==> src/rtl/axi_slv_burst_addr_gen.sv <==
// Subordinate-side AXI4 burst decoder: expands one AW/AR command into per-beat address/idx/last/resp.
// Optional macro AXI_BURST_4KB_CHECK_EN flags INCR bursts that cross a 4KB page as errors.
module axi_slv_burst_addr_gen #(
  parameter int AXI_ADDR_WIDTH = 32,
  parameter int AXI_DATA_WIDTH = 64,
  parameter int AXI_ID_WIDTH   = 4
) (
  input  logic                      clk_i,
  input  logic                      rst_i,
  input  logic                      cmd_valid_i,
  output logic                      cmd_ready_o,
  input  logic [AXI_ID_WIDTH-1:0]   cmd_id_i,
  input  logic [AXI_ADDR_WIDTH-1:0] cmd_addr_i,
  input  logic [7:0]                cmd_len_i,
  input  logic [2:0]                cmd_size_i,
  input  logic [1:0]                cmd_burst_i,
  output logic                      beat_valid_o,
  input  logic                      beat_ready_i,
  output logic [AXI_ID_WIDTH-1:0]   beat_id_o,
  output logic [AXI_ADDR_WIDTH-1:0] beat_addr_o,
  output logic [7:0]                beat_idx_o,
  output logic                      beat_last_o,
  output logic [1:0]                beat_resp_o,
  output logic                      busy_o,
  output logic                      dbg_state_o
);
  // Handshakes: a transfer happens on a rising clk_i edge where valid and ready are both high;
  // a beat, once valid, holds every output stable until it is accepted.
  localparam int AW = AXI_ADDR_WIDTH;
  localparam logic [2:0] MAX_SIZE = 3'($clog2(AXI_DATA_WIDTH / 8));

  typedef enum logic {IDLE = 1'b0, BURST = 1'b1} state_t;
  state_t state, state_nxt;

  logic [AXI_ID_WIDTH-1:0] id_q;
  logic [AW-1:0]           addr_q, addr_nxt, nbytes_q, wmask_q;
  logic [7:0]              idx_q, len_q;
  logic [1:0]              mode_q, resp_q;

  logic          beat_hs, cmd_hs, err, cross_4k, wrap_len_ok;
  logic [AW-1:0] nbytes, span;

  assign beat_valid_o = (state == BURST);
  assign busy_o       = beat_valid_o;
  assign dbg_state_o  = state;
  assign beat_last_o  = beat_valid_o && (idx_q == len_q);
  assign beat_hs      = beat_valid_o && beat_ready_i;
  assign cmd_ready_o  = !rst_i && ((state == IDLE) || (beat_hs && beat_last_o));
  assign cmd_hs       = cmd_valid_i && cmd_ready_o;
  assign beat_id_o    = id_q;
  assign beat_addr_o  = addr_q;
  assign beat_idx_o   = idx_q;
  assign beat_resp_o  = resp_q;

  // Command decode: bytes per beat, total burst span and error classification.
  assign nbytes      = AW'(1) << cmd_size_i;
  assign span        = AW'({1'b0, cmd_len_i} + 9'd1) << cmd_size_i;
  assign wrap_len_ok = (cmd_len_i == 8'd1) || (cmd_len_i == 8'd3) ||
                       (cmd_len_i == 8'd7) || (cmd_len_i == 8'd15);

`ifdef AXI_BURST_4KB_CHECK_EN
  logic [AW-1:0] aligned, end_addr;
  assign aligned  = cmd_addr_i & ~(nbytes - AW'(1));
  assign end_addr = aligned + span - AW'(1);
  assign cross_4k = (cmd_burst_i == 2'b01) && (end_addr[AW-1:12] != cmd_addr_i[AW-1:12]);
`else
  assign cross_4k = 1'b0;
`endif

  assign err = (cmd_burst_i == 2'b11) ||
               ((cmd_burst_i == 2'b10) && (!wrap_len_ok || (|(cmd_addr_i & (nbytes - AW'(1)))))) ||
               (cmd_size_i > MAX_SIZE) || cross_4k;

  // Error bursts are loaded with mode 00 so they repeat the start address like FIXED.
  always_comb begin
    addr_nxt = addr_q;
    case (mode_q)
      2'b01:   addr_nxt = (addr_q & ~(nbytes_q - AW'(1))) + nbytes_q;
      2'b10:   addr_nxt = (addr_q & ~wmask_q) | ((addr_q + nbytes_q) & wmask_q);
      default: addr_nxt = addr_q;
    endcase
  end

  always_ff @(posedge clk_i or posedge rst_i) begin
    if (rst_i) state <= IDLE;
    else       state <= state_nxt;
  end

  always_comb begin
    state_nxt = state;
    case (state)
      IDLE:    if (cmd_hs) state_nxt = BURST;
      BURST:   if (beat_hs && beat_last_o) state_nxt = cmd_hs ? BURST : IDLE;
      default: state_nxt = IDLE;
    endcase
  end

  always_ff @(posedge clk_i or posedge rst_i) begin
    if (rst_i) begin
      id_q     <= '0;
      addr_q   <= '0;
      idx_q    <= '0;
      len_q    <= '0;
      nbytes_q <= '0;
      wmask_q  <= '0;
      mode_q   <= '0;
      resp_q   <= '0;
    end else if (cmd_hs) begin
      id_q     <= cmd_id_i;
      addr_q   <= cmd_addr_i;
      idx_q    <= '0;
      len_q    <= cmd_len_i;
      nbytes_q <= nbytes;
      wmask_q  <= span - AW'(1);
      mode_q   <= err ? 2'b00 : cmd_burst_i;
      resp_q   <= err ? 2'b10 : 2'b00;
    end else if (beat_hs) begin
      idx_q    <= idx_q + 8'd1;
      addr_q   <= addr_nxt;
    end
  end
endmodule

==> config.mk <==
export PLATFORM = sky130hd
export DESIGN_NAME = axi_slv_burst_addr_gen
export DESIGN_NICKNAME = d
export VERILOG_FILES = /design/src/rtl/axi_slv_burst_addr_gen.sv
export SDC_FILE = /design/constraint.sdc
export NUM_CORES = 1
export LEC_CHECK = 0
export CAP_MARGIN = 20
export CORE_MARGIN = 2
export CORE_UTILIZATION = 50
export CTS_CLUSTER_SIZE = 24
export DETAILED_ROUTE_END_ITERATION = 12
export GPL_TIMING_DRIVEN = 0
export PLACE_DENSITY_LB_ADDON = 0.08
export SYNTH_ARGS = -nofsm -noshare
export SYNTH_HDL_FRONTEND = slang
export SYNTH_SLANG_ARGS = --single-unit
==> constraint.sdc <==
create_clock -name clk_i -period 3.7 [get_ports clk_i]
set_input_delay 0.74 -clock clk_i [delete_from_list [all_inputs] [get_ports clk_i]]
set_output_delay 0.74 -clock clk_i [all_outputs]
set_load 0.005 [all_outputs]
==> flow_results.org <==
** Status
- Run status :: finished, final reports clean

** Worst setup path
- Startpoint types :: input pin
- The number of cells on the worst reg-to-reg path is 9.
- For the worst setup path, the data arrival time is 3.81 ns.
- Crit path required time :: roughly 4 ns
- Maximum fanout along the worst path :: 10
- Critical path class :: input pin to flop
- The worst setup path is captured at a flop.

** Power and ir drop
- In this run the power density over the cells is ~760 nW/um2.
- Peak supply drop :: around 470 uV
- Leak Pwr :: 3.98 nW

** GRT
- Summed over all layers, the global routing overflow is 0.
- In the global route stage, overall resource usage came out at 0.357.
- Vias in the first global route :: 7774
- Initial antenna violation count :: 0
- Wire length of the first global-routing pass :: around 45 mm
- Largest net degree at the start of global routing :: 37

** Layout
- Compared with the post-synthesis result, the final layout area differs by 22.2%.
- The filler cells instantiated in the layout total 1400.
- After the last flow step, the layout net total stands at 1196.
- The finished layout holds 1338 standard cells, fillers aside.
- Number of diodes added for antenna fixing :: 0
- Once layout is done, the placed cells without fillers occupy 9670 um2.
- In the final layout, the share of cells above drive strength 1 is 0.0825.

** Place
- After legalization and detailed placement, the total HPWL measured 22.2 mm.
- After detailed placement, the design holds a cell count of between 1000 and 1500.
- Count of input and output buffers :: 100
- The congestion estimate from routability-driven global placement came to 1.01.
- After detailed placement, the total cell area comes to just over 9000 um2.

** Timing
- Max Clock Skew :: ~0.011 ns
- Max Slew Vio Count :: 0
- Setup violations remaining at the end of the flow were counted as 0.
- Min Tclk post-route :: 3.51 ns
- Worst slew margin relative to its limit :: 0.411
- Final period util :: 0.950
- The final hold violation count was 0.
- For the pin with the worst max-slew slack, the measured transition is just under 0.9 ns.
- Setup repair after global routing left no endpoint under its margin.
- Max frequency :: 0.285 GHz

** Floorplan
- Std cell rows :: 45
- Height of the chip :: between 100 and 150 um
- For this configuration, the core starts out at a cell density of 0.517.
- Ports placed on the boundary :: 104
- The die covers 16800 um2.
- From left edge to right edge, the die measures 130 um.
- The region available for standard cell placement spans 15300 um2.

** Yosys
- Warning count from the yosys run :: 0
- In the post-synthesis netlist, the cell with the most instances is sky130_fd_sc_hd__nand2_1.
- Yosys mapped the design onto 82 distinct sky130hd cell types.
- For this run, the leading register cell type out of synthesis is sky130_fd_sc_hd__dfrtp_1.
- Synthesized area divided by synthesized cell count :: 7.89 um2
- Sequential fraction of the synthesis area :: 0.301
- In this run the cell area of the synthesized design comes to about 8000 um2.
- Ranked by instance count, the synthesized netlist is headed by sky130_fd_sc_hd__nand2_1 (143), sky130_fd_sc_hd__dfrtp_1 (95), sky130_fd_sc_hd__nor2_1 (70), sky130_fd_sc_hd__o21ai_0 (70), sky130_fd_sc_hd__a21oi_1 (52).
- Cell types occupying the most area after synthesis :: sky130_fd_sc_hd__dfrtp_1 (30%), sky130_fd_sc_hd__nand2_1 (6.8%), sky130_fd_sc_hd__xnor2_1 (5.3%)
- Leading area contributor after synthesis :: sky130_fd_sc_hd__dfrtp_1
- Synthesis produced 1003 cells.
- Counting every net in the synthesized netlist gives around 1100.
- After synthesis, the share of flip-flops with an asynchronous set or reset is 1.00.
- Flops & latches, synth :: 95
- Fraction of post-synthesis cell area in the top cell type by area :: 0.301
- The synthesized design contains 0 enable-type register cells.

** Clock network
- The tree is rooted in a sky130_fd_sc_hd__clkbuf_16.
- Number of levels the H-tree was split into :: 3
- Clock tree synthesis inserted a total of 9 buffers.
- No sink is reached through more buffers than the 2 on the longest clock path.
- After clock tree synthesis, the clock-pin slew on the worst setup and hold paths is approximately 0.070 ns.
- CTS saw 95 sinks.
- TritonCTS clock tree :: built
- Worst-skew pair later-pin latency :: between 0.3 and 0.4 ns
- The number of hold buffers added after CTS was 0.

** Route
- In the routed design, unresolved DRC markers number 0.
- Total via count in the routed design :: 8637
- Antenna-violating nets left :: 0
- In the final routed layout, each cell accounts on average for 22.3 um.
- Iteration-0 DRC count of the detailed router :: 1238
- In the routed layout, each cell is associated on average with a via count of 6.46.
- For this run, the detailed router's first-pass iteration total came to 5.
- The routed design has approximately 30 mm of wire.

** Run
- Across the run, the number of max-cap violations was 0.

** Min path
- In this run the worst hold path is classified as flop to flop.
- The worst hold path was traced through 2 stages.
[critical path: stages]
cell and delay [ns]:
sky130_fd_sc_hd__clkdlybuf4s50_1 0.51, sky130_fd_sc_hd__buf_2 0.27, sky130_fd_sc_hd__buf_2 0.28, sky130_fd_sc_hd__nand2_1 0.23
sky130_fd_sc_hd__nor2_1 0.24, sky130_fd_sc_hd__inv_1 0.07, sky130_fd_sc_hd__ha_1 0.31, sky130_fd_sc_hd__o22ai_1 0.07
sky130_fd_sc_hd__nor4_1 0.25, sky130_fd_sc_hd__nand3_1 0.12, sky130_fd_sc_hd__nor2_1 0.13, sky130_fd_sc_hd__o211ai_1 0.12
sky130_fd_sc_hd__a211oi_2 0.18, sky130_fd_sc_hd__buf_4 0.17, sky130_fd_sc_hd__a22o_1 0.12
[per-layer routing]
layer  share of wire  vias up  track usage
met5               0        -            0
met4           0.037        0        0.130
met3            0.12       85       0.0845
met2            0.41      534        0.508
met1            0.43     4114        0.526
li1                -     3904            -
[worst paths after layout]
check	start	endpoint	slack, ns
setup / recovery	cmd_size_i[0]	mode_q[0]	0.19
hold / removal	beat_id_o[0]	beat_id_o[0]	0.48
setup reg to reg	nbytes_q[1]	flop	0.21
hold reg to reg	beat_id_o[0]	beat_id_o[0]	0.48
max in group asynchronous	rst_i	asynchronous set/reset pin	2.32
min in group asynchronous	rst_i	wmask_q[5]	0.91
[where the power goes]
part	leakage, nW	total, mW	switching, mW	internal, mW
clock	0.155	1.07	0.459	0.615
combinational	2.63	4.28	2.47	1.81
sequential	1.19	2.02	0.577	1.44
[placed cells by master (no fill, tap or decap), drive strengths merged, types with 7 or more instances in the layout]
master / n
nand2b: 9
nor3: 19
a21oi: 52
a21o: 17
a211oi: 9
mux2i: 12
and3: 21
nor4: 14
o31ai: 14
a31oi: 22
clkbuf: 56
nor2: 70
and2: 10
nand3: 45
o21ai: 70
o21a: 11
xor2: 26
nor2b: 8
or3: 7
xnor2: 48
a311oi: 9
buf: 31
a32o: 7
nand2: 143
ha: 20
clkdlybuf4s50: 99
nand4: 25
dfrtp: 95
o211ai: 11
inv: 35
[cell families after synthesis]
kind of cell	share of synthesized area
buffers and inverters	0.0573
other	0.000474
AOI/OAI and AO/OA	0.254
xor gates and xnor gates	0.0819
adders and majority gates	0.0342
muxes	0.0209
and+or+nand+nor	0.250
DFF	0.301
[per-stage QoR]
step	total power, mW	hold WS [ns]	worst slack [ns]	util	TNS [ns]
3_3_place_gp	6.07	0.461	-2.24	0.599	-187.81
6_report	7.37	0.485	0.186	0.631	0
2_1_floorplan	4.54	0.443	0.0410	-	0
4_1_cts	7.20	0.490	0.0132	0.627	0
5_1_grt	7.82	0.504	0.00565	0.631	0
3_5_place_dp	6.09	0.467	-1.14	0.603	-73.65
[area by class of cell]
type                            count  area [um2]  area share
Timing Repair inverter              1        5.00    0.000518
Buffer                             70         334      0.0345
Tap cell                          211         264      0.0273
Clock buffer                       10         239      0.0247
Timing Repair Buffer              107        1070       0.111
Sequential cell                    95        2380       0.246
Clock inverter                      6        92.6     0.00958
Inverter                           37         143      0.0148
Multi-Input combinational cell    801        5140       0.532
[timing repair]
action,in CTS,in global routing
pin swaps,0,1
gates cloned,1,0
hold endpoints to repair,0,0
buffers inserted,0,3
endpoints found under the setup margin,93,82
resized for setup,15,16
Power figures use the tool's default switching activity.
